### src/rtl/ofm_reader_pkg.sv
// Shared constants, state encoding and helpers for the OFM stream reader.
package ofm_reader_pkg;

  localparam int ELEMS      = 128 / 16;
  localparam int NUM_WORDS  = (4096 + ELEMS - 1) / ELEMS;
  localparam int SIZE_WIDTH = 5;

  typedef enum logic [1:0] {
    IDLE  = 2'd0,
    READ  = 2'd1,
    DRAIN = 2'd2
  } state_t;

  // Elements fetched by one read: a full word, or whatever is left at the tail.
  function automatic logic [SIZE_WIDTH-1:0] read_size(input int unsigned remaining,
                                                      input int unsigned lanes);
    if (remaining >= lanes) return SIZE_WIDTH'(lanes);
    return SIZE_WIDTH'(remaining);
  endfunction

endpackage

### src/rtl/ofm_skid_fifo.sv
// Two-entry FIFO that absorbs the DPRAM read latency and downstream stalls.
module ofm_skid_fifo #(
  parameter int WIDTH = 134
) (
  input  logic             clk,
  input  logic             rst,
  input  logic             push,
  input  logic             pop,
  input  logic [WIDTH-1:0] din,
  output logic [WIDTH-1:0] dout,
  output logic [1:0]       count
);

  logic [WIDTH-1:0] mem [2];
  logic             wr_ptr;
  logic             rd_ptr;

  // Storage, pointers and occupancy; push+pop together leaves count unchanged.
  always_ff @(posedge clk or posedge rst) begin
    if (rst) begin
      mem[0] <= '0;
      mem[1] <= '0;
      wr_ptr <= 1'b0;
      rd_ptr <= 1'b0;
      count  <= 2'd0;
    end else begin
      if (push) begin
        mem[wr_ptr] <= din;
        wr_ptr      <= ~wr_ptr;
      end
      if (pop) rd_ptr <= ~rd_ptr;
      case ({push, pop})
        2'b10:   count <= count + 2'd1;
        2'b01:   count <= count - 2'd1;
        default: count <= count;
      endcase
    end
  end

  assign dout = mem[rd_ptr];

  // The upstream credit rule must keep pushes away from a full FIFO.
  push_not_full: assert property (@(posedge clk) disable iff (rst) !(push && count == 2'd2));
  pop_not_empty: assert property (@(posedge clk) disable iff (rst) !(pop && count == 2'd0));

endmodule

### src/rtl/ofm_stream_reader.sv
// Sequential OFM DPRAM port-A reader streaming 128-bit words over valid/ready.
//
// state | meaning
// IDLE  | waiting for start, no reads, no stream activity
// READ  | issuing reads whenever the credit rule allows
// DRAIN | last read issued; waiting for the last word to be accepted
module ofm_stream_reader
  import ofm_reader_pkg::*;
#(
  parameter int DATA_WIDTH    = 16,
  parameter int INOUT_WIDTH   = 128,
  parameter int OFM_ADDR_LINE = 4096,
  parameter int ADDR_WIDTH    = 12
) (
  input  logic                   clk,
  input  logic                   rst,
  input  logic                   start,
  output logic                   ofm_re,
  output logic [ADDR_WIDTH-1:0]  ofm_addr,
  output logic [SIZE_WIDTH-1:0]  ofm_size,
  input  logic [INOUT_WIDTH-1:0] ofm_rdata,
  output logic [INOUT_WIDTH-1:0] m_data,
  output logic [SIZE_WIDTH-1:0]  m_size,
  output logic                   m_valid,
  input  logic                   m_ready,
  output logic                   m_last,
  output logic                   busy,
  output logic                   done
);

  localparam int LANES  = INOUT_WIDTH / DATA_WIDTH;
  localparam int FIFO_W = INOUT_WIDTH + SIZE_WIDTH + 1;

  state_t                  state;
  logic [ADDR_WIDTH-1:0]   addr;
  logic                    inflight;
  logic [SIZE_WIDTH-1:0]   cap_size;
  logic                    cap_last;

  logic [ADDR_WIDTH:0]     remaining;
  logic [SIZE_WIDTH-1:0]   issue_size;
  logic                    issue_last;
  logic                    issue;
  logic                    pop;
  logic [2:0]              occupancy;

  logic [1:0]              fifo_count;
  logic [FIFO_W-1:0]       fifo_din;
  logic [FIFO_W-1:0]       fifo_dout;
  logic [INOUT_WIDTH-1:0]  head_data;
  logic [SIZE_WIDTH-1:0]   head_size;
  logic                    head_last;

  // Size of the next read and whether it reaches the end of the map.
  always_comb begin
    remaining  = (ADDR_WIDTH + 1)'(OFM_ADDR_LINE) - {1'b0, addr};
    issue_size = read_size(32'(remaining), LANES);
    issue_last = ((ADDR_WIDTH + 1)'(issue_size) == remaining);
  end

  assign m_valid   = (fifo_count != 2'd0);
  assign pop       = m_valid & m_ready;

  // Words held or on their way must stay below two, counting this cycle's pop.
  always_comb begin
    occupancy = {1'b0, fifo_count} + {2'b00, inflight};
    issue     = (state == READ) && ((occupancy - {2'b00, pop}) < 3'd2);
  end

  assign ofm_re   = issue;
  assign ofm_addr = issue ? addr : '0;
  assign ofm_size = issue ? issue_size : '0;
  assign busy     = (state == READ) || (state == DRAIN);

  // Controller: state, read address, capture tags and done pulse.
  always_ff @(posedge clk or posedge rst) begin
    if (rst) begin
      state    <= IDLE;
      addr     <= '0;
      inflight <= 1'b0;
      cap_size <= '0;
      cap_last <= 1'b0;
      done     <= 1'b0;
    end else begin
      done     <= 1'b0;
      inflight <= issue;
      if (issue) begin
        cap_size <= issue_size;
        cap_last <= issue_last;
        addr     <= issue_last ? '0 : addr + ADDR_WIDTH'(issue_size);
      end
      case (state)
        IDLE: begin
          if (start) begin
            state <= READ;
            addr  <= '0;
          end
        end
        READ: begin
          if (issue && issue_last) state <= DRAIN;
        end
        DRAIN: begin
          if (pop && head_last && fifo_count == 2'd1 && !inflight) begin
            state <= IDLE;
            done  <= 1'b1;
          end
        end
        default: state <= IDLE;
      endcase
    end
  end

  assign fifo_din = {ofm_rdata, cap_size, cap_last};

  ofm_skid_fifo #(
    .WIDTH(FIFO_W)
  ) u_fifo (
    .clk  (clk),
    .rst  (rst),
    .push (inflight),
    .pop  (pop),
    .din  (fifo_din),
    .dout (fifo_dout),
    .count(fifo_count)
  );

  assign head_data = fifo_dout[FIFO_W-1 -: INOUT_WIDTH];
  assign head_size = fifo_dout[SIZE_WIDTH:1];
  assign head_last = fifo_dout[0];

  // Present the FIFO head, zeroing lanes beyond the valid element count.
  always_comb begin
    m_data = '0;
    for (int k = 0; k < LANES; k++) begin
      if (m_valid && (SIZE_WIDTH'(k) < head_size))
        m_data[k*DATA_WIDTH +: DATA_WIDTH] = head_data[k*DATA_WIDTH +: DATA_WIDTH];
    end
    m_size = m_valid ? head_size : '0;
    m_last = m_valid & head_last;
  end

endmodule

### config.mk
export PLATFORM = sky130hd
export DESIGN_NAME = ofm_stream_reader
export DESIGN_NICKNAME = d
export VERILOG_FILES = /design/src/rtl/ofm_reader_pkg.sv /design/src/rtl/ofm_skid_fifo.sv /design/src/rtl/ofm_stream_reader.sv
export SDC_FILE = /design/constraint.sdc
export NUM_CORES = 1
export LEC_CHECK = 0
export ABC_AREA = 1
export BUFFER_PORTS_ARGS = -buffer_cell sky130_fd_sc_hd__buf_2
export CORE_MARGIN = 2
export CORE_UTILIZATION = 40
export CTS_CLUSTER_DIAMETER = 200
export DETAILED_ROUTE_END_ITERATION = 16
export PLACE_DENSITY = 0.68
export REMOVE_ABC_BUFFERS = 1
export SLEW_MARGIN = 20
export SYNTH_ARGS = -nofsm -noshare
export SYNTH_HDL_FRONTEND = slang
export SYNTH_SLANG_ARGS = --single-unit
export TNS_END_PERCENT = 20
### constraint.sdc
create_clock -name clk -period 11.91 [get_ports clk]
set_clock_uncertainty 0.1 [all_clocks]
set_input_delay 0.5955 -clock clk [delete_from_list [all_inputs] [get_ports clk]]
set_output_delay 0.5955 -clock clk [all_outputs]
set_load 0.01 [all_outputs]
==> flow_metrics.tcl <==
set metrics [dict create \
    num_vias 12008 \
    switching_share_pct 42.72 \
    antenna_found_initial 0 \
    placed_area_mm2 0.01545 \
    final.setup.tns_ns 0 \
    num_io_pins 287 \
    async_flop_share_pct 100.0 \
    drc 0 \
    slew_headroom_pct 33.77 \
    cts_tree "built" \
    synth.largest_area_cell "dfrtp_1" \
    cts_buffers 34 \
    synth-adder-area-share_pct 1.145 \
    start_util_pct 40.84 \
    fmax_mhz 198.1 \
    grt.overflow.total 0 \
    synth.area.top_cells "dfrtp_1 53%, nand2_1 17%, o21ai_0 10%, inv_1 5.0%, a21oi_1 4.5%" \
    syn_to_final_growth_pct 21.27 \
    yosys.area.top_type_share_pct 53.45 \
    hold_class "in2reg" \
    clock_sink_count 294 \
    syn_avg_cell_area_um2 7.914 \
    required_ns 11.21 \
    synth_compound_area_share_pct 15.35 \
    critPathMaxStageDelay_ns 0.52 \
    synth_top_family_by_area "simple AND/OR/NAND/NOR gates" \
    io_buffers 285 \
    drv_cap 0 \
    fin_nets 2112 \
    mappedNetlistArea_mm2 0.01376 \
    core_area_mm2 0.03370 \
    combPwrFrac_pct 45.3 \
    worstMarginPinSlew_ns 0.9935 \
    critPathSlowestCell "nor3_1" \
    min_period_ns 5.049 \
    cts_max_level 2 \
    post-route-period-util_pct 42.39 \
    path_common_cell "inv_1" \
    synth-seq-cells 294 \
    ant_nets 0 \
    grt_max_degree 154 \
    crit_path_start_kind "flop" \
    grt_use_total_pct 19.55 \
    yosysMostFrequentCell "nand2_1" \
    die_area_mm2 0.03591 \
    rrSetupSlack_ns 7.90 \
    yosys_warnings 0 \
    fin_area_mm2 0.01669 \
    die_w_um 189.5 \
    critical_path_class "reg2out" \
    path_buf_inv 5 \
    post_drt_wl_per_cell_um 14.67 \
    critPathCaptureType "output port" \
    setup_viol 0 \
    cts_buffer_depth 3 \
    ctsResizeCount 0 \
    total_power_w 0.005277 \
    yosys-top-cells-count "609 x nand2_1, 294 x dfrtp_1, 274 x o21ai_0" \
    netSwitchingPower_w 0.002254 \
    synth_edf_count 0 \
    routabilityCongestion 0.8794 \
    irDropWorstVdd_mv 0.1226 \
    crit_fanout 23 \
    drv_slew 0 \
    arrival_ns 4.35 \
    synth_xor_area_share_pct 0.1909 \
    outcome "complete, no violations" \
    finalHoldViolCount 0 \
    grt_pass1_vias 11355 \
    drt_iter0_drc 879 \
    synth_cell_types 42 \
    seq_area_frac_synth_pct 53.45 \
    drt-pass1-iter-count 6 \
    synth_mux_area_share_pct 0.2182 \
    hpwlAfterDp_mm 22.98 \
    via_per_inst 4.921 \
    worstPathCellList "inv_1, ha_1, inv_2, nand2_1, inv_1, ha_1, or2_2, fa_1, o21a_1, and3_1, inv_1, nor3_1, buf_2" \
    syn_inst 1739 \
    drive_gt1_share_pct 20.18 \
    fin_util_pct 49.53 \
    rsz0062_at_grt "no" \
    power_leakage_nw 9.091 \
    p_per_area_mw_per_mm2 316.1 \
    internal-power_w 0.003023 \
    power_frac_seq_pct 34.1 \
    ys.flop_type "dfrtp_1" \
    synthSimpleGateAreaFrac_pct 21.42 \
    drt-total-wl_mm 35.80 \
    clkPwrFrac_pct 20.7 \
    crit_family "simple AND/OR/NAND/NOR gates" \
    cts_root_buf "clkbuf_16" \
    diodes 0 \
    die_y_um 189.5 \
    num_rows 67 \
    clock_latency_ns 0.50 \
    grt_pass1_wl_mm 57.66 \
    cts.reportedPaths.clkPinSlew_ns 0.06 \
]
-- final cells by class --
cell class                      instances  area, um2
Sequential cell                       294       7361
Inverter                              192      730.7
Multi-Input combinational cell       1150       5291
Timing Repair Buffer                  296       1551
Clock buffer                           50       1065
Fill cell                            3276      17010
Tap cell                              448      560.5
Clock inverter                         10      131.4
-- state kept, by name, summed over array words and instances, names as in the netlist --
signal,cells
u_fifo.mem,268
addr,12
cap_size,5
state,2
u_fifo.count,2
cap_last,1
done,1
inflight,1
u_fifo.rd_ptr,1
u_fifo.wr_ptr,1
-- cells by family (layout without fill, tap and decap cells) --
family / Yosys count / in the layout
mux: 3 / 3
other cells: 1 / 1
compound gates: 413 / 413
simple gates: 718 / 718
buf+inv: 295 / 548
xor+xnor: 3 / 3
flops: 294 / 294
fa+ha+maj: 12 / 12
-- worst reg2reg max path, stage by stage (launching register included) --
cell     delay, ns
dfrtp_1       0.41
inv_1         0.13
ha_1          0.29
inv_2         0.09
nand2_1       0.12
inv_1         0.07
ha_1          0.28
or2_2         0.31
fa_1          0.50
o21a_1        0.12
and3_1        0.37
inv_1         0.41
nor2_1        0.33
nand2_1       0.10
inv_2         0.08
nand2_1       0.05
nand2_1       0.06
nand2_1       0.04
nor2_1        0.07
-- worst paths after layout --
kind	start	cells after the start	end
setup / recovery	u_fifo.count[1]	13	ofm_size[0]
hold / removal	ofm_rdata[116]	3	u_fifo.mem[122]
setup reg to reg	u_fifo.count[1]	18	addr[9]
hold reg to reg	u_fifo.mem[184]	2	u_fifo.mem[184]
max in group asynchronous	rst	4	u_fifo.mem[135]
min in group asynchronous	rst	3	u_fifo.mem[242]
-- repair_timing --
item / 4_1_cts / 5_1_grt
endpoints found under the hold margin: 0 / 41
hold buffers: 0 / 1
buffers inserted: 0 / 0
-- power by group through the flow --
| stage | logic, W | clock network [W] | registers [W] |
|---|---|---|---|
| 5_1_grt | 0.00269 | 0.00116 | 0.00186 |
| 4_1_cts | 0.00242 | 0.00112 | 0.00179 |
| 3_3_place_gp | 0.00236 | 0 | 0.00179 |
| 2_1_floorplan | 0.00156 | 0 | 0.00175 |
| 3_5_place_dp | 0.00241 | 0 | 0.00180 |
| 6_report | 0.00239 | 0.00109 | 0.00180 |
-- through the flow --
stage          hold slack (ns)  worst slack [ns]  std cells
5_1_grt                 0.2510             6.554       2440
3_5_place_dp            0.3718             7.420       2378
6_report                0.2589             6.861       2440
3_3_place_gp            0.3618             7.543       2378
4_1_cts                 0.2346             6.863       2438
2_1_floorplan           0.3361             3.095       1636
-- layer usage --
metal / up-vias / routed length (um) / GRT usage (%)
li1: 5910 / - / -
met1: 5687 / 15780 / 26.91
met2: 358 / 16920 / 32.25
met3: 53 / 2307 / 3.114
met4: 0 / 795 / 5.158
met5: - / 0 / 0
-- placed cells by master, fill, tap and decap left out, types with 3 or more instances in the layout --
master     synthesis  layout
nor2_4             4       4
ha_1              11      11
nand3_1           13      13
nand2_4            4       5
clkbuf_16          0      37
nor3_1             5       5
bufinv_16          0       3
inv_2              9       8
nand4_1            8       8
o21bai_1           4       4
o21ai_0          274     274
clkinv_2           0       5
clkbuf_8           0       9
inv_1            183     182
clkbuf_1          81       4
mux2i_1            3       3
buf_4              2       6
dfrtp_1          294     293
a21oi_1          123     122
nand3_2            4       4
nor2_2             6       6
nand2_2            8       8
nor2_1            45      45
nand2_1          609     608
buf_2             11     285
nand3_4            3       3
Power figures use the tool's default switching activity.
